## src/rtl/mem_access_ctrl_pkg.sv

```systemverilog
// rtl/mem_access_ctrl_pkg.sv - shared constants for the memory-stage access controller
//
// Purpose: defines the controller state encoding, the error read pattern, and
//          the default parameter values.
// Ports:   none (package)
package mem_access_ctrl_pkg;

  typedef enum logic [1:0] {
    MEMC_IDLE = 2'b00,
    MEMC_LO   = 2'b01,
    MEMC_HI   = 2'b10,
    MEMC_DONE = 2'b11
  } memc_state_e;

  // Load result reported when a byte transfer never gets acknowledged.
  localparam logic [15:0] MEM_ERR_DATA = 16'hFFFF;

  localparam int DEFAULT_TIMEOUT = 255;
  localparam int DEFAULT_ADDR_W  = 16;

endpackage

```

## src/rtl/mem_access_ctrl_if.sv

```systemverilog
// rtl/mem_access_ctrl_if.sv - CPU memory-stage and external byte-bus interfaces
//
// Purpose: groups the CPU-side request handshake and the 8-bit external bus.
// Ports:   mem_req_if - req/we/byte_mode/addr/wdata from the CPU, mem_wait/rdata/mem_err back
//          mem_bus_if - bus_addr/bus_wdata/bus_req/bus_we out, bus_rdata/bus_ack back
interface mem_req_if
  import mem_access_ctrl_pkg::*;
#(
  parameter int ADDR_W = DEFAULT_ADDR_W
);
  logic              req;
  logic              we;
  logic              byte_mode;
  logic [ADDR_W-1:0] addr;
  logic [15:0]       wdata;
  logic              mem_wait;
  logic [15:0]       rdata;
  logic              mem_err;

  modport master (output req, we, byte_mode, addr, wdata,
                  input  mem_wait, rdata, mem_err);
  modport slave  (input  req, we, byte_mode, addr, wdata,
                  output mem_wait, rdata, mem_err);
endinterface

interface mem_bus_if
  import mem_access_ctrl_pkg::*;
#(
  parameter int ADDR_W = DEFAULT_ADDR_W
);
  logic [ADDR_W-1:0] bus_addr;
  logic [7:0]        bus_wdata;
  logic [7:0]        bus_rdata;
  logic              bus_req;
  logic              bus_we;
  logic              bus_ack;

  modport master (output bus_addr, bus_wdata, bus_req, bus_we,
                  input  bus_rdata, bus_ack);
  modport slave  (input  bus_addr, bus_wdata, bus_req, bus_we,
                  output bus_rdata, bus_ack);
endinterface

```

## src/rtl/mem_access_ctrl.sv

```systemverilog
// rtl/mem_access_ctrl.sv - memory-stage responder running one or two byte transfers
//
// Purpose: accepts the CPU memory-stage request, performs a byte or little-endian
//          word access on the 8-bit bus, stalls the CPU via mem_wait until done.
// Ports:   clk, rst (sync active-high)
//          cpu - mem_req_if.slave  (request in, mem_wait/rdata/mem_err out)
//          bus - mem_bus_if.master (byte transfers out, bus_rdata/bus_ack in)
module mem_access_ctrl
  import mem_access_ctrl_pkg::*;
#(
  parameter int ADDR_W  = DEFAULT_ADDR_W,
  parameter int TIMEOUT = DEFAULT_TIMEOUT
) (
  input  logic      clk,
  input  logic      rst,
  mem_req_if.slave  cpu,
  mem_bus_if.master bus
);

  localparam logic [15:0] CNT_LAST = 16'(TIMEOUT - 1);

  memc_state_e       state, state_nxt;
  logic              we_q;
  logic              byte_q;
  logic [ADDR_W-1:0] addr_q;
  logic [15:0]       wdata_q;
  logic [15:0]       cnt;
  logic [15:0]       rdata_q;
  logic              err_q;

  logic              xfer;
  logic              ack;
  logic              expire;
  logic              bus_req_c;
  logic              bus_we_c;
  logic [ADDR_W-1:0] bus_addr_c;
  logic [7:0]        bus_wdata_c;

  assign xfer   = (state == MEMC_LO) || (state == MEMC_HI);
  // bus_req is high exactly when xfer is, so acks outside a transfer are dropped here.
  assign ack    = xfer && bus.bus_ack;
  assign expire = xfer && !bus.bus_ack && (cnt == CNT_LAST);

  // Combinational so the CPU sees the stall in its very first MEM cycle.
  assign cpu.mem_wait = cpu.req && (state != MEMC_DONE);
  assign cpu.rdata    = rdata_q;
  assign cpu.mem_err  = err_q;

  assign bus.bus_req   = bus_req_c;
  assign bus.bus_we    = bus_we_c;
  assign bus.bus_addr  = bus_addr_c;
  assign bus.bus_wdata = bus_wdata_c;

  always_ff @(posedge clk) begin
    if (rst) state <= MEMC_IDLE;
    else     state <= state_nxt;
  end

  always_comb begin
    state_nxt   = state;
    bus_req_c   = 1'b0;
    bus_we_c    = 1'b0;
    bus_addr_c  = '0;
    bus_wdata_c = '0;
    case (state)
      MEMC_IDLE: if (cpu.req) state_nxt = MEMC_LO;
      MEMC_LO: begin
        bus_req_c   = 1'b1;
        bus_we_c    = we_q;
        bus_addr_c  = byte_q ? addr_q : {addr_q[ADDR_W-1:1], 1'b0};
        bus_wdata_c = wdata_q[7:0];
        if (ack)         state_nxt = byte_q ? MEMC_DONE : MEMC_HI;
        else if (expire) state_nxt = MEMC_DONE;
      end
      MEMC_HI: begin
        // High byte is the address with bit 0 forced, never addr+1.
        bus_req_c   = 1'b1;
        bus_we_c    = we_q;
        bus_addr_c  = {addr_q[ADDR_W-1:1], 1'b1};
        bus_wdata_c = wdata_q[15:8];
        if (ack || expire) state_nxt = MEMC_DONE;
      end
      MEMC_DONE: state_nxt = MEMC_IDLE;
      default:   state_nxt = MEMC_IDLE;
    endcase
  end

  always_ff @(posedge clk) begin
    if (rst) begin
      we_q    <= 1'b0;
      byte_q  <= 1'b0;
      addr_q  <= '0;
      wdata_q <= '0;
      cnt     <= '0;
      rdata_q <= '0;
      err_q   <= 1'b0;
    end else if (state == MEMC_IDLE) begin
      if (cpu.req) begin
        we_q    <= cpu.we;
        byte_q  <= cpu.byte_mode;
        addr_q  <= cpu.addr;
        wdata_q <= cpu.wdata;
        cnt     <= '0;
        err_q   <= 1'b0;
      end
    end else if (xfer) begin
      if (ack) begin
        cnt <= '0;
        if (!we_q) begin
          if (byte_q)                rdata_q        <= {8'h00, bus.bus_rdata};
          else if (state == MEMC_LO) rdata_q[7:0]   <= bus.bus_rdata;
          else                       rdata_q[15:8]  <= bus.bus_rdata;
        end
      end else if (expire) begin
        err_q <= 1'b1;
        if (!we_q) rdata_q <= MEM_ERR_DATA;
      end else begin
        cnt <= cnt + 16'd1;
      end
    end
  end

endmodule
```

## src/flat_wrapper.sv

```systemverilog
// flat-port wrapper written by rule: the top's interface ports become plain ports
module mem_access_ctrl_flat import mem_access_ctrl_pkg::*;
#(
  parameter int ADDR_W  = DEFAULT_ADDR_W,
  parameter int TIMEOUT = DEFAULT_TIMEOUT
)
  (clk, rst, cpu_req, cpu_we, cpu_byte_mode, cpu_addr, cpu_wdata, cpu_mem_wait, cpu_rdata, cpu_mem_err, bus_bus_addr, bus_bus_wdata, bus_bus_req, bus_bus_we, bus_bus_rdata, bus_bus_ack);
  mem_req_if #(.ADDR_W(ADDR_W)) cpu_i ();
  mem_bus_if #(.ADDR_W(ADDR_W)) bus_i ();
  input  logic clk;
  input  logic rst;
  input wire logic [$bits(cpu_i.req)-1:0] cpu_req;
  input wire logic [$bits(cpu_i.we)-1:0] cpu_we;
  input wire logic [$bits(cpu_i.byte_mode)-1:0] cpu_byte_mode;
  input wire logic [$bits(cpu_i.addr)-1:0] cpu_addr;
  input wire logic [$bits(cpu_i.wdata)-1:0] cpu_wdata;
  output wire logic [$bits(cpu_i.mem_wait)-1:0] cpu_mem_wait;
  output wire logic [$bits(cpu_i.rdata)-1:0] cpu_rdata;
  output wire logic [$bits(cpu_i.mem_err)-1:0] cpu_mem_err;
  output wire logic [$bits(bus_i.bus_addr)-1:0] bus_bus_addr;
  output wire logic [$bits(bus_i.bus_wdata)-1:0] bus_bus_wdata;
  output wire logic [$bits(bus_i.bus_req)-1:0] bus_bus_req;
  output wire logic [$bits(bus_i.bus_we)-1:0] bus_bus_we;
  input wire logic [$bits(bus_i.bus_rdata)-1:0] bus_bus_rdata;
  input wire logic [$bits(bus_i.bus_ack)-1:0] bus_bus_ack;
  assign cpu_i.req = cpu_req;
  assign cpu_i.we = cpu_we;
  assign cpu_i.byte_mode = cpu_byte_mode;
  assign cpu_i.addr = cpu_addr;
  assign cpu_i.wdata = cpu_wdata;
  assign cpu_mem_wait = cpu_i.mem_wait;
  assign cpu_rdata = cpu_i.rdata;
  assign cpu_mem_err = cpu_i.mem_err;
  assign bus_bus_addr = bus_i.bus_addr;
  assign bus_bus_wdata = bus_i.bus_wdata;
  assign bus_bus_req = bus_i.bus_req;
  assign bus_bus_we = bus_i.bus_we;
  assign bus_i.bus_rdata = bus_bus_rdata;
  assign bus_i.bus_ack = bus_bus_ack;
  mem_access_ctrl #(.ADDR_W(ADDR_W), .TIMEOUT(TIMEOUT)) u_core (.clk(clk), .rst(rst), .cpu(cpu_i), .bus(bus_i));
endmodule
```

## config.mk

```make
export PLATFORM = sky130hd
export DESIGN_NAME = mem_access_ctrl_flat
export DESIGN_NICKNAME = d
export VERILOG_FILES = /design/src/rtl/mem_access_ctrl_pkg.sv /design/src/rtl/mem_access_ctrl_if.sv /design/src/rtl/mem_access_ctrl.sv /design/src/flat_wrapper.sv
export SDC_FILE = /design/constraint.sdc
export NUM_CORES = 1
export LEC_CHECK = 0
export ABC_AREA = 1
export CAP_MARGIN = 30
export CORE_MARGIN = 2
export CORE_UTILIZATION = 36
export CTS_CLUSTER_SIZE = 20
export DETAILED_ROUTE_END_ITERATION = 8
export GPL_TIMING_DRIVEN = 0
export PLACE_DENSITY = 0.68
export SKIP_LAST_GASP = 1
export SYNTH_ARGS = -nofsm -noshare
export SYNTH_HDL_FRONTEND = slang
export SYNTH_SLANG_ARGS = --single-unit
```

## constraint.sdc

```tcl
create_clock -name clk -period 2.25 [get_ports clk]
set_clock_uncertainty 0.1 [all_clocks]
set_input_delay 0.5625 -clock clk [delete_from_list [all_inputs] [get_ports clk]]
set_output_delay 0.5625 -clock clk [all_outputs]
set_load 0.02 [all_outputs]
```

Yosys cells after proc, flatten, opt, wreduce, memory -nomap -nowiden. Index checks and enable logic that the tools add are counted.

Input bits: 46. Word-level logic and storage cells: 70. Bits in writable memories: 0. Output and inout port bits: 44. Flip-flop bits (word level): 69. Latch bits: 0. ROM bits: 0. Memories kept: 0.

Equality and inequality tests: 12. Multiplexer cells: 28. Div/mod/pow operators: 0. Multiply operators: 0. Bitwise logic cells: 2. $lt $le $gt $ge: 0. Shift-type cells: 0. Add/sub/neg operators: 1. Reductions and logical operators: 18.

Operators by type and width (number): two-way mux 16 bit (10); case mux 16 bit (2 select lines) (1); adder 16 x 1 -> 16 bit, second input constant (1); equality test 16 x 8 -> 1 bit, second input constant (1); two-way mux 8 bit (2); case mux 8 bit (2 select lines) (1); AND reduction 5 bit (2); two-way mux 1 bit (9); inequality test 3 x 2 -> 1 bit, second input constant (3); two-way mux 2 bit (4); inequality test 2 bit, second input constant (4); case mux 2 bit (4 select lines) (1); AND reduction 3 bit (2); nonzero test 2 bit (3); equality test 2 bit, second input constant (2); logical AND 1 bit (4); AND reduction 4 bit (1); inequality test 3 x 1 -> 1 bit, second input constant (1); equality test 2 x 1 -> 1 bit, second input constant (1); zero test 2 bit (1); logical OR 1 bit (2); NOT 1 bit (2); AND reduction 2 bit (1); OR reduction 2 bit (1); zero test 1 bit (1).

Logic depth before layout (Yosys ltp). Gate-level depths: netlist (run 1).

Depth in word-level cells: 8. Gate-level depth with buffers: 13. Mapped depth without buffers: 13.

Worst setup path before layout (run 1). Ideal clock, no wire load.

Path type: register to output. Start point: register u_core.state[0]. End point: output bus_bus_addr[10]. Data required time: 1587 ps. Stages on the path, launching flop included: 8. Path slack: -127 ps. Arrival: 1715 ps. Path buffers: 2. Path through: dfxtp_1 -> inv_1 -> ha_1 -> clkbuf_1 -> or2_2 -> nand2_1 -> clkbuf_1 -> nor2_1.

Cells in the longest elaborated chain, start to end: 2. Elaborated cells on any way between the ends: 3. Those cells by class: eq/ne (2); mux (1).

RTL lines: start: declaration (line mem_access_ctrl.sv:22) `memc_state_e state, state_nxt;`; start signal: assignment (line mem_access_ctrl.sv:56) `else state <= state_nxt;`; equality test 2 bit / equality test 2 x 1 -> 1 bit (equally long branches) (line mem_access_ctrl.sv:65) `case (state)`; case mux 16 bit (2 select lines) (*) (line mem_access_ctrl.sv:65); end: declaration (line flat_wrapper.sv:20) `output wire logic [$bits(bus_i.bus_addr)-1:0] bus_bus_addr;`.

Mark *: on every way between the ends. The rest lies on a longest branch, timed or not.

Worst setup path after layout (run 1).
Start point: register u_core.state[0]. End point: output bus_bus_addr[6].

Same word-level chain as after synthesis.

==> impl_summary.log, run 1 <==
INFO  metric finalSetupViolCount = 14
INFO  metric reg2reg_to = u_core.cpu.rdata[11]
INFO  metric synth.top_cells.by_area = dfxtp_1 40%, nand2_1 13%, nor2_1 12%, a21oi_1 7.5%, inv_1 6.8%
INFO  metric dieArea = 0.0104 mm^2
INFO  metric grtUsageMet3 = 4.86%
INFO  metric whs_path_depth = 2
INFO  metric yosys.cell_types.count = 27
INFO  metric count_of_nets_left_with_antenna_violations_after_detail_routing = 0
INFO  metric post-synth-top-area-cell = dfxtp_1
INFO  metric routed_wl = 10000 um
INFO  metric final-max-slew-violation-count = 0
INFO  metric clkLatencyLatePin = 0.34 ns
INFO  metric period_share = 102%
INFO  metric synth.avg_cell_area = 6.41 um^2
INFO  metric timing.critical_path.fanout_max = 5
INFO  metric wl_per_cell = 12.9 um
INFO  metric hold_class = reg2reg
INFO  metric dp_slack = -0.783 ns
INFO  metric area_taken_by_flip_flops_and_latches = 0.00139 mm^2
INFO  metric grt_setup_unrepaired = yes
INFO  metric track_usage = 19.4%
INFO  metric totalNegativeSetupSlack = -0.436 ns
INFO  metric dieHeight = 102 um
INFO  metric final_hold_slack = 0.367 ns
INFO  metric final_layout_size_suffix_gt1_share = 16.4%
INFO  metric clock_tree.root_cell = clkbuf_8
INFO  metric timing.final.ws_setup = -0.0355 ns
INFO  metric failed_checks = setup timing
INFO  metric nFillCells = 934
INFO  metric post-dp-hpwl = 7310 um
INFO  metric cp.required = 1.59 ns
INFO  metric setup.reg_to_reg.worst_slack = 0.02 ns
INFO  metric dr.first_iter.drc_count = 186
INFO  metric net_count_after_synthesis = 592
INFO  metric cp-end-kind = primary output
INFO  metric max_clock_freq = 438 MHz
INFO  metric initial_core_util = 37.2%
INFO  metric io_buffer_count = 89
INFO  metric met1_usage = 22.8%
INFO  metric grt_first_pass_wirelength = 16000 um
INFO  metric clkSinkCount = 69
INFO  metric worst_margin_slew = 0.553 ns
INFO  metric synth_seq_cells = 69
INFO  metric yosysWarningCount = 0
INFO  metric status = finished, violations left
INFO  metric drc = 0
INFO  metric number_of_cts_inserted_buffers = 9
INFO  metric syn2layout_area_growth = 44.0%
INFO  metric floorplan.die.width = 102 um
INFO  metric finalWeightedCongestion = 0.926
INFO  metric timing_worst_setup_path_type = reg2out
INFO  metric synth_largest_type_area_fraction = 40.0%
INFO  metric design.core.area = 0.00928 mm^2
INFO  metric global_route.usage.met2 = 34.1%
INFO  metric num_io_pins = 90
INFO  metric clkTransAtPathRegs = 0.07 ns
INFO  metric rows = 35
INFO  metric arrival = 1.62 ns
INFO  metric routed-via-count = 3722
INFO  metric post_synth_instance_area = 0.00346 mm^2
INFO  metric r2r-start = u_core.state[0]
INFO  metric finalInstanceArea = 0.00498 mm^2
INFO  metric grt_max_degree = 11
INFO  metric worst_ir_drop_vdd = 539 uV
INFO  metric worst_slew_margin_rel = 63.1%
INFO  metric period_minus_slack = 2.29 ns
INFO  metric min-delay-start = u_core.cpu.rdata[2]
INFO  metric hold_violations = 0
INFO  metric grt_most_used_layer = met2
INFO  metric reg2regPathDepth = 12
INFO  metric cell_area_power_density = 928 mW/mm^2
INFO  metric tritoncts_clock_tree = done
INFO  metric finalNetCount = 701
INFO  metric via_count_of_the_first_global_routing_pass = 3496
INFO  metric n_antenna_cell = 0
INFO  metric sequential_cell_area_fraction_in_the_yosys_report = 40.0%
INFO  metric ctsLongestPathBuffers = 2
INFO  metric crit_path_start_kind = flip-flop
INFO  metric overall_overflow_remaining_after_global_route = 0
INFO  metric power.static_leakage = 0.00201 uW
INFO  metric h-tree-depth = 3
INFO  metric number_of_antenna_violations_at_the_first_check_in_global_routing = 0
INFO  metric maxCapViolCount = 0
INFO  metric hold_end = u_core.cpu.rdata[2]
INFO  metric postSynthCellCount = 539
INFO  metric placement.cell_area = 0.00451 mm^2
INFO  metric detailedRoute.firstPassIterationCount = 5
INFO  metric vias_per_cell = 4.77
INFO  metric multiInputGateArea = 0.00189 mm^2
## metal layers
layer  part of all wire [%]  wire, um  vias up
met3                    8.1       815       18
met1                     41      4060     1676
met5                      0         0        -
li1                       -         -     1908
met2                     49      4940      120
met4                    2.1       208        0
## area by class of cell
cell class	count	share of cell area, %
sequential	69	27.9
multi-input combinational	378	37.9
timing repair buffer	99	19.2
clock inverter	1	0.603
clock buffer	13	3.39
buffer	21	2.41
tap	129	3.24
inverter	70	5.38
## worst max-delay path, cell delays in order, from the launching register on
cell,delay (ns)
dfxtp_4,0.36
buf_6,0.11
ha_4,0.15
or2_4,0.27
nand2_8,0.09
buf_8,0.13
nor2_2,0.04
buf_6,0.12
## through the flow
step | utilization (%) | total power, uW | cells
after floorplan | - | 2650 | 539
after global placement | 48.6 | 3180 | 757
after detailed placement | 48.6 | 3210 | 757
after CTS | 50.7 | 4400 | 775
after global routing | 53.6 | 4920 | 780
final | 53.6 | 4620 | 780
## synthesized netlist by cell type
master      n
a21oi_1    52
a31oi_1     1
buf_1       2
buf_2       2
buf_4       1
buf_6       1
clkbuf_1   16
clkinv_1    4
dfxtp_1    69
ha_1        7
inv_1      63
inv_2       3
nand2_1   118
nand2_2     1
nand3_1    24
nand3_2     2
nand4_1    11
nand4_4     1
nor2_1    110
nor2_2      1
nor3_1      4
o211ai_1    1
o21ai_0    37
o21ai_1     3
or2_0       1
or2_2       2
xor2_1      2
## power by group
part | switching [uW] | internal [uW] | leakage, uW | total, uW
registers | 108 | 1440 | 0.000566 | 1540
logic | 1270 | 773 | 0.00134 | 2040
clock network | 443 | 592 | 0.000102 | 1040
total | 1820 | 2800 | 0.00201 | 4620
## state kept, by name (all words and copies together) (netlist names)
signal,cells
u_core.addr_q,16
u_core.cnt,16
u_core.cpu.rdata,16
u_core.wdata_q,16
u_core.state,2
u_core.byte_q,1
u_core.cpu.mem_err,1
u_core.we_q,1
## placed cells by master, fill, tap and decap left out, types with 2 or more instances in the layout
| cell type | n |
|---|---|
| nand3_1 | 23 |
| a21oi_2 | 6 |
| nand4_1 | 11 |
| inv_1 | 61 |
| ha_4 | 3 |
| nand2_2 | 3 |
| nor2_4 | 2 |
| inv_4 | 2 |
| inv_2 | 3 |
| o21ai_0 | 37 |
| buf_4 | 16 |
| buf_8 | 2 |
| buf_2 | 5 |
| nor3_1 | 4 |
| clkinv_1 | 4 |
| a21oi_1 | 46 |
| buf_1 | 2 |
| dfxtp_4 | 2 |
| clkdlybuf4s50_1 | 62 |
| xor2_1 | 2 |
| clkbuf_8 | 12 |
| clkbuf_2 | 2 |
| clkbuf_1 | 12 |
| buf_6 | 19 |
| nand2_1 | 114 |
| dfxtp_1 | 67 |
| ha_1 | 4 |
| nand3_2 | 2 |
| nor2_2 | 21 |
| o21ai_1 | 3 |
| nor2_1 | 88 |
## worst max-delay path by stage
stage	startpoint	end	slack, ns	depth (start not counted)
2_1_floorplan	u_core.state[0]	bus_bus_addr[10]	-0.02	7
3_3_place_gp	u_core.state[0]	bus_bus_addr[9]	-0.78	8
3_5_place_dp	u_core.state[0]	bus_bus_addr[9]	-0.78	8
4_1_cts	u_core.state[0]	bus_bus_addr[6]	-0.10	7
5_1_grt	u_core.state[0]	bus_bus_addr[3]	-0.08	7
6_report	u_core.state[0]	bus_bus_addr[6]	-0.04	7
## repair_timing
| action | 4_1_cts | 5_1_grt |
|---|---|---|
| pin swaps | 3 | 7 |
| resized for setup | 128 | 85 |
| setup endpoints to repair | 57 | 50 |
| hold buffers | 0 | 0 |
| gates cloned | 1 | 0 |
| setup buffers | 4 | 5 |
## logic make-up after synthesis
group,Yosys count,share of synthesized area (%)
adder cells (fa/ha/maj),7,2.53
AO/OA/AOI/OAI,94,13.7
AND/OR/NAND/NOR,275,32.9
buffers and inverters,92,10.4
flip-flops,69,40.0
XOR/XNOR,2,0.507
(Power assumes the default switching activity.)
==> run 2, diff against run 1 <==
PLACE_DENSITY = not set   (was 0.68)
PLACE_DENSITY_LB_ADDON = 0.2   (was not set)
SLEW_MARGIN = 25   (was not set)
==> run 2 against run 1 <==
Total power up 4.1%; sequential power about the same; largest power group unchanged; non-clock buffer count down 3; critical path depth unchanged; critical endpoint is now bus_bus_addr[7]; design area up 0.40%; clock-buffer cell count down 3; the flow still finishes with violations (setup timing); worst setup slack worse by 0.033 ns; largest cell class unchanged; worst hold slack worse by 0.00080 ns.
==> impl_summary.log, run 2 (synthesized netlist as in run 1, its figures left out) <==
INFO  metric final-max-slew-violation-count = 0 (unchanged)
INFO  metric worst_path_dominant_cell_family = simple AND/OR/NAND/NOR gates (unchanged)
INFO  metric final_layout_size_suffix_gt1_share = 15.5% (was 16.4%)
INFO  metric postLayoutCoreUtil = 53.9% (was 53.6%)
INFO  metric dr.first_iter.drc_count = 159 (was 186)
INFO  metric timing_worst_setup_path_type = reg2out (unchanged)
INFO  metric routed_wl = 9710 um (was 10000 um)
INFO  metric final_common_cell = nand2_1 (unchanged)
INFO  metric drc = 0 (unchanged)
INFO  metric clkLatencyLatePin = 0.34 ns (about the same)
INFO  metric vias_per_cell = 4.67 (was 4.77)
INFO  metric cp_slowest_cell = dfxtp_4 (unchanged)
INFO  metric final_cell_mix = 114 x nand2_1, 91 x nor2_1, 67 x dfxtp_1 (was 114 x nand2_1, 88 x nor2_1, 67 x dfxtp_1)
INFO  metric syn2layout_area_growth = 44.6% (was 44.0%)
INFO  metric count_of_nets_left_with_antenna_violations_after_detail_routing = 0 (unchanged)
INFO  metric power.total = 4810 uW (was 4620 uW)
INFO  metric io_buffer_count = 89 (unchanged)
INFO  metric routed-via-count = 3635 (was 3722)
INFO  metric whs_path_depth = 2 (unchanged)
INFO  metric tritoncts_clock_tree = done (unchanged)
INFO  metric clock_tree.root_cell = clkbuf_8 (unchanged)
INFO  metric totalNegativeSetupSlack = -0.902 ns (was -0.436 ns)
INFO  metric cell_area_power_density = 962 mW/mm^2 (was 928 mW/mm^2)
INFO  metric track_usage = 19.1% (was 19.4%)
INFO  metric detailedRoute.firstPassIterationCount = 4 (was 5)
INFO  metric multiInputGateArea = 0.00188 mm^2 (was 0.00189 mm^2)
INFO  metric reg2reg_to = u_core.cpu.rdata[12] (was u_core.cpu.rdata[11])
INFO  metric finalWeightedCongestion = 0.847 (was 0.926)
INFO  metric worst_margin_slew = 0.532 ns (was 0.553 ns)
INFO  metric status = finished, violations left (unchanged)
INFO  metric crit_path_start_kind = flip-flop (unchanged)
INFO  metric rows = 35 (unchanged)
INFO  metric overall_overflow_remaining_after_global_route = 0 (unchanged)
INFO  metric cp.required = 1.59 ns (about the same)
INFO  metric maxCapViolCount = 0 (unchanged)
INFO  metric critical_path_cell_count = 7 (unchanged)
INFO  metric post-dp-hpwl = 7190 um (was 7310 um)
INFO  metric worst_ir_drop_vdd = 545 uV (was 539 uV)
INFO  metric area_taken_by_flip_flops_and_latches = 0.00139 mm^2 (unchanged)
INFO  metric crit_path_max_incr_delay = 0.36 ns (about the same)
INFO  metric initial_core_util = 37.2% (unchanged)
INFO  metric period_share = 103% (was 102%)
INFO  metric reg2regPathDepth = 12 (unchanged)
INFO  metric worst-path-buf-inv = 3 (unchanged)
INFO  metric clkSinkCount = 69 (unchanged)
INFO  metric dieHeight = 102 um (unchanged)
INFO  metric place_inst = 757 (unchanged)
INFO  metric design.core.area = 0.00928 mm^2 (unchanged)
INFO  metric failed_checks = setup timing (unchanged)
INFO  metric via_count_of_the_first_global_routing_pass = 3387 (was 3496)
INFO  metric h-tree-depth = 3 (unchanged)
INFO  metric max_clock_freq = 431 MHz (was 438 MHz)
INFO  metric min-delay-start = u_core.cpu.rdata[6] (was u_core.cpu.rdata[2])
INFO  metric worst_slew_margin_rel = 64.6% (was 63.1%)
INFO  metric r2r-start = u_core.state[0] (unchanged)
INFO  metric n_antenna_cell = 0 (unchanged)
INFO  metric hold_end = u_core.cpu.rdata[6] (was u_core.cpu.rdata[2])
INFO  metric cp-end-kind = primary output (unchanged)
INFO  metric number_of_antenna_violations_at_the_first_check_in_global_routing = 0 (unchanged)
INFO  metric hold_violations = 0 (unchanged)
INFO  metric hold_class = reg2reg (unchanged)
INFO  metric grt_setup_unrepaired = yes (unchanged)
INFO  metric finalSetupViolCount = 15 (was 14)
INFO  metric dieArea = 0.0104 mm^2 (unchanged)
INFO  metric timing.final.ws_setup = -0.0682 ns (was -0.0355 ns)
INFO  metric stdcell_count = 779 (was 780)
INFO  metric arrival = 1.66 ns (was 1.62 ns)
INFO  metric crit_path_cell_trace = buf_12 > ha_4 > or2_4 > nand2_8 > buf_8 > nor2_2 > buf_6 (was buf_6 > ha_4 > or2_4 > nand2_8 > buf_8 > nor2_2 > buf_6)
INFO  metric timing.critical_path.fanout_max = 5 (unchanged)
INFO  metric ctsLongestPathBuffers = 2 (unchanged)
INFO  metric num_io_pins = 90 (unchanged)
INFO  metric placement.cell_area = 0.00451 mm^2 (unchanged)
INFO  metric period_minus_slack = 2.32 ns (was 2.29 ns)
INFO  metric power.static_leakage = 0.00201 uW (about the same)
INFO  metric grt_first_pass_wirelength = 15800 um (was 16000 um)
INFO  metric wl_per_cell = 12.5 um (was 12.9 um)
INFO  metric clkTransAtPathRegs = 0.08 ns (was 0.07 ns)
INFO  metric number_of_cts_inserted_buffers = 9 (unchanged)
INFO  metric finalNetCount = 698 (was 701)
INFO  metric nFillCells = 934 (unchanged)
INFO  metric grt_max_degree = 13 (was 11)
INFO  metric floorplan.die.width = 102 um (unchanged)
INFO  metric finalInstanceArea = 0.00500 mm^2 (was 0.00498 mm^2)
INFO  metric setup.reg_to_reg.worst_slack = 0.05 ns (was 0.02 ns)
[run 2: cell count changes in the layout (fill, tap and decap cells not counted), sizes merged]
cell | before | now
clkinv | 4 | 6
clkinvlp | 0 | 1
clkdlybuf4s15 | 0 | 1
buf | 44 | 38
dlygate4sd2 | 1 | 0
bufinv | 1 | 3
[run 2: worst max-delay path by stage]
stage                                from                to  slack, ns
after floorplan           u_core.state[0]  bus_bus_addr[10]      -0.02
after global routing      u_core.state[1]   bus_bus_addr[7]      -0.12
after global placement    u_core.state[0]  bus_bus_addr[13]      -0.77
after detailed placement  u_core.state[0]  bus_bus_addr[13]      -0.81
after CTS                 u_core.state[1]  bus_bus_addr[13]      -0.12
final                     u_core.state[1]   bus_bus_addr[7]      -0.07
[run 2: timing repair]
| item | CTS | global route |
|---|---|---|
| endpoints found under the hold margin | 0 | 0 |
| pin swaps | 3 | 3 |
| resized for setup | 127 | 74 |
| setup endpoints to repair | 59 | 53 |
| gates cloned | 1 | 0 |
| buffers inserted | 3 | 3 |
| hold buffers | 0 | 0 |
[run 2: per-stage QoR]
step,worst slack (ns),hold WS [ns]
floorplan,-0.0182,0.330
global placement,-0.767,0.343
detailed placement,-0.811,0.351
CTS,-0.116,0.364
global route,-0.118,0.394
finish,-0.0682,0.366
[run 2: per-layer routing]
metal / wire length (um) / part of all wire [%] / up-vias / GRT usage [%]
met5: 0 / 0 / - / 0
met4: 82 / 0.84 / 0 / 4.31
met3: 684 / 7.0 / 5 / 6.36
met2: 4760 / 49 / 82 / 33.6
met1: 4190 / 43 / 1637 / 22.7
li1: - / - / 1911 / -
[run 2: worst register-to-register path: stages (launching register included)]
cell and delay [ns]:
dfxtp_4 0.39, inv_2 0.09, ha_4 0.33, inv_2 0.12, nor2_1 0.11, nand2_1 0.07, nor2_2 0.13, nand3_2 0.13
nand2_2 0.12, buf_6 0.15, nand4_4 0.17, nor2_1 0.15, nor2_1 0.05
[run 2: area by class of cell]
cell class / count / area share, %
tap: 129 / 3.23
clock buffer: 10 / 2.55
buffer: 21 / 2.35
clock inverter: 6 / 2.23
multi-input combinational: 378 / 37.5
inverter: 70 / 5.26
timing repair buffer: 96 / 19.1
sequential: 69 / 27.8
[run 2: where the power goes]
part	switching [uW]	internal (uW)	leakage, uW
Clock	491	737	0.000116
Sequential	108	1430	0.000566
Combinational	1260	781	0.00132
==> run 3, diff against run 2 <==
CORE_MARGIN = not set   (was 2)
CTS_CLUSTER_DIAMETER = 100   (was not set)
==> run 3 against run 2 <==
Fmax rose by 1.5%; die area fell by 3.9%; sequential power barely moved; the run still ends with setup timing left; global-route usage rose by 0.54 points; critical endpoint unchanged; sequential cell count did not move.
==> impl_summary.log, run 3 (synthesized netlist as in run 1, its figures left out) <==
INFO  metric status = finished, violations left (unchanged)
INFO  metric failed_checks = setup timing (unchanged)
INFO  metric max_clock_freq = 438 MHz (was 431 MHz)
INFO  metric final-max-slew-violation-count = 0 (unchanged)
INFO  metric wl_per_cell = 12.5 um (about the same)
INFO  metric tritoncts_clock_tree = done (unchanged)
INFO  metric finalNetCount = 698 (unchanged)
INFO  metric post-dp-hpwl = 7080 um (was 7190 um)
INFO  metric cp_slowest_cell = dfxtp_4 (unchanged)
INFO  metric hold_class = reg2reg (unchanged)
INFO  metric postLayoutCoreUtil = 54.0% (was 53.9%)
INFO  metric clock_tree.root_cell = clkbuf_8 (unchanged)
INFO  metric final_common_cell = nand2_1 (unchanged)
INFO  metric clkTransAtPathRegs = 0.08 ns (about the same)
INFO  metric period_share = 102% (was 103%)
INFO  metric count_of_nets_left_with_antenna_violations_after_detail_routing = 0 (unchanged)
INFO  metric grt_first_pass_wirelength = 15800 um (about the same)
INFO  metric syn2layout_area_growth = 45.1% (was 44.6%)
INFO  metric worst_slew_margin_rel = 62.3% (was 64.6%)
INFO  metric final_layout_size_suffix_gt1_share = 15.7% (was 15.5%)
INFO  metric number_of_cts_inserted_buffers = 9 (unchanged)
INFO  metric ctsLongestPathBuffers = 2 (unchanged)
INFO  metric hold_violations = 0 (unchanged)
INFO  metric routed_wl = 9710 um (about the same)
INFO  metric n_antenna_cell = 0 (unchanged)
INFO  metric worst_margin_slew = 0.565 ns (was 0.532 ns)
INFO  metric overall_overflow_remaining_after_global_route = 0 (unchanged)
INFO  metric floorplan.die.width = 100 um (was 102 um)
INFO  metric rows = 35 (unchanged)
INFO  metric arrival = 1.62 ns (was 1.66 ns)
INFO  metric worst_ir_drop_vdd = 571 uV (was 545 uV)
INFO  metric nFillCells = 929 (was 934)
INFO  metric cell_area_power_density = 943 mW/mm^2 (was 962 mW/mm^2)
INFO  metric dieHeight = 100 um (was 102 um)
INFO  metric track_usage = 19.7% (was 19.1%)
INFO  metric initial_core_util = 37.2% (unchanged)
INFO  metric drc = 0 (unchanged)
INFO  metric finalSetupViolCount = 15 (unchanged)
INFO  metric clkSinkCount = 69 (unchanged)
INFO  metric timing.final.ws_setup = -0.0348 ns (was -0.0682 ns)
INFO  metric final_cell_mix = 116 x nand2_1, 90 x nor2_1, 67 x dfxtp_1 (was 114 x nand2_1, 91 x nor2_1, 67 x dfxtp_1)
INFO  metric io_buffer_count = 89 (unchanged)
INFO  metric design.core.area = 0.00928 mm^2 (unchanged)
INFO  metric timing.critical_path.fanout_max = 5 (unchanged)
INFO  metric timing_worst_setup_path_type = reg2out (unchanged)
INFO  metric clkLatencyLatePin = 0.33 ns (was 0.34 ns)
INFO  metric finalWeightedCongestion = 0.831 (was 0.847)
INFO  metric stdcell_count = 779 (unchanged)
INFO  metric via_count_of_the_first_global_routing_pass = 3443 (was 3387)
INFO  metric h-tree-depth = 3 (unchanged)
INFO  metric grt_setup_unrepaired = yes (unchanged)
INFO  metric place_inst = 757 (unchanged)
INFO  metric grt_max_degree = 14 (was 13)
INFO  metric vias_per_cell = 4.71 (was 4.67)
INFO  metric ctsHoldBuffers = 0 (unchanged)
INFO  metric dr.first_iter.drc_count = 182 (was 159)
INFO  metric dieArea = 0.0100 mm^2 (was 0.0104 mm^2)
INFO  metric number_of_antenna_violations_at_the_first_check_in_global_routing = 0 (unchanged)
INFO  metric cp-end-kind = primary output (unchanged)
INFO  metric routed-via-count = 3672 (was 3635)
INFO  metric crit_path_start_kind = flip-flop (unchanged)
INFO  metric power.static_leakage = 0.00199 uW (was 0.00201 uW)
INFO  metric period_minus_slack = 2.28 ns (was 2.32 ns)
INFO  metric cp.required = 1.59 ns (about the same)
INFO  metric num_io_pins = 90 (unchanged)
INFO  metric crit_path_max_incr_delay = 0.40 ns (was 0.36 ns)
INFO  metric crit_path_cell_trace = inv_6 > ha_4 > or2_4 > nand2_8 > buf_6 > nor2_1 > buf_4 (was buf_12 > ha_4 > or2_4 > nand2_8 > buf_8 > nor2_2 > buf_6)
INFO  metric detailedRoute.firstPassIterationCount = 5 (was 4)
INFO  metric maxCapViolCount = 0 (unchanged)
run 3: final timing paths:
path,slack (ns),endpoint,cells past startpoint,start
worst min register to register,0.37,u_core.cpu.rdata[1],2,u_core.cpu.rdata[1]
worst max-delay path,-0.03,bus_bus_addr[7],7,u_core.state[1]
worst min-delay path,0.37,u_core.cpu.rdata[1],2,u_core.cpu.rdata[1]
worst max register to register,0.06,u_core.cpu.rdata[10],12,u_core.state[0]
run 3: layer usage:
layer  vias up  track usage [%]  wire (um)
met3         7             5.43        593
li1       1903                -          -
met2        79             34.1       4760
met4         0             5.57         65
met5         -                0          0
met1      1683             23.9       4290
run 3: power by group:
group	total (uW)	internal, uW	switching, uW	leakage (uW)
clock	1120	628	492	0.000106
sequential	1550	1430	113	0.000566
combinational	2060	782	1280	0.00132
run 3: critical path: cells and delay by family, from the launching register on:
family                     cells  cell delay, ns
adders and majority gates      1            0.16
DFF                            1            0.40
buffers and inverters          3            0.33
and+or+nand+nor                3            0.40
run 3: per-stage QoR:
step / cell area [um^2] / power, uW / setup TNS, ns / hold slack, ns / setup slack (ns)
global placement: 4510 / 3180 / -17.42 / 0.344 / -0.776
detailed placement: 4510 / 3210 / -19.27 / 0.349 / -0.809
floorplan: 3460 / 2650 / -0.182 / 0.330 / -0.0182
CTS: 4790 / 4510 / -0.847 / 0.361 / -0.0908
finish: 5010 / 4730 / -0.287 / 0.368 / -0.0348
global route: 5010 / 5050 / -1.92 / 0.394 / -0.102
run 3: timing repair:
| item | CTS | global route |
|---|---|---|
| pin swaps | 3 | 3 |
| setup buffers | 5 | 1 |
| setup endpoints to repair | 58 | 44 |
| gates resized for setup | 142 | 65 |
| cloned | 1 | 0 |
run 3: layout make-up:
type	count	area, um^2	share of cell area [%]
Buffer	21	109	2.17
Sequential cell	69	1390	27.7
Inverter	70	275	5.49
Tap cell	129	161	3.22
Multi-Input combinational cell	378	1910	38.0
Clock buffer	9	124	2.47
Clock inverter	7	97.6	1.95
Timing Repair Buffer	96	953	19.0
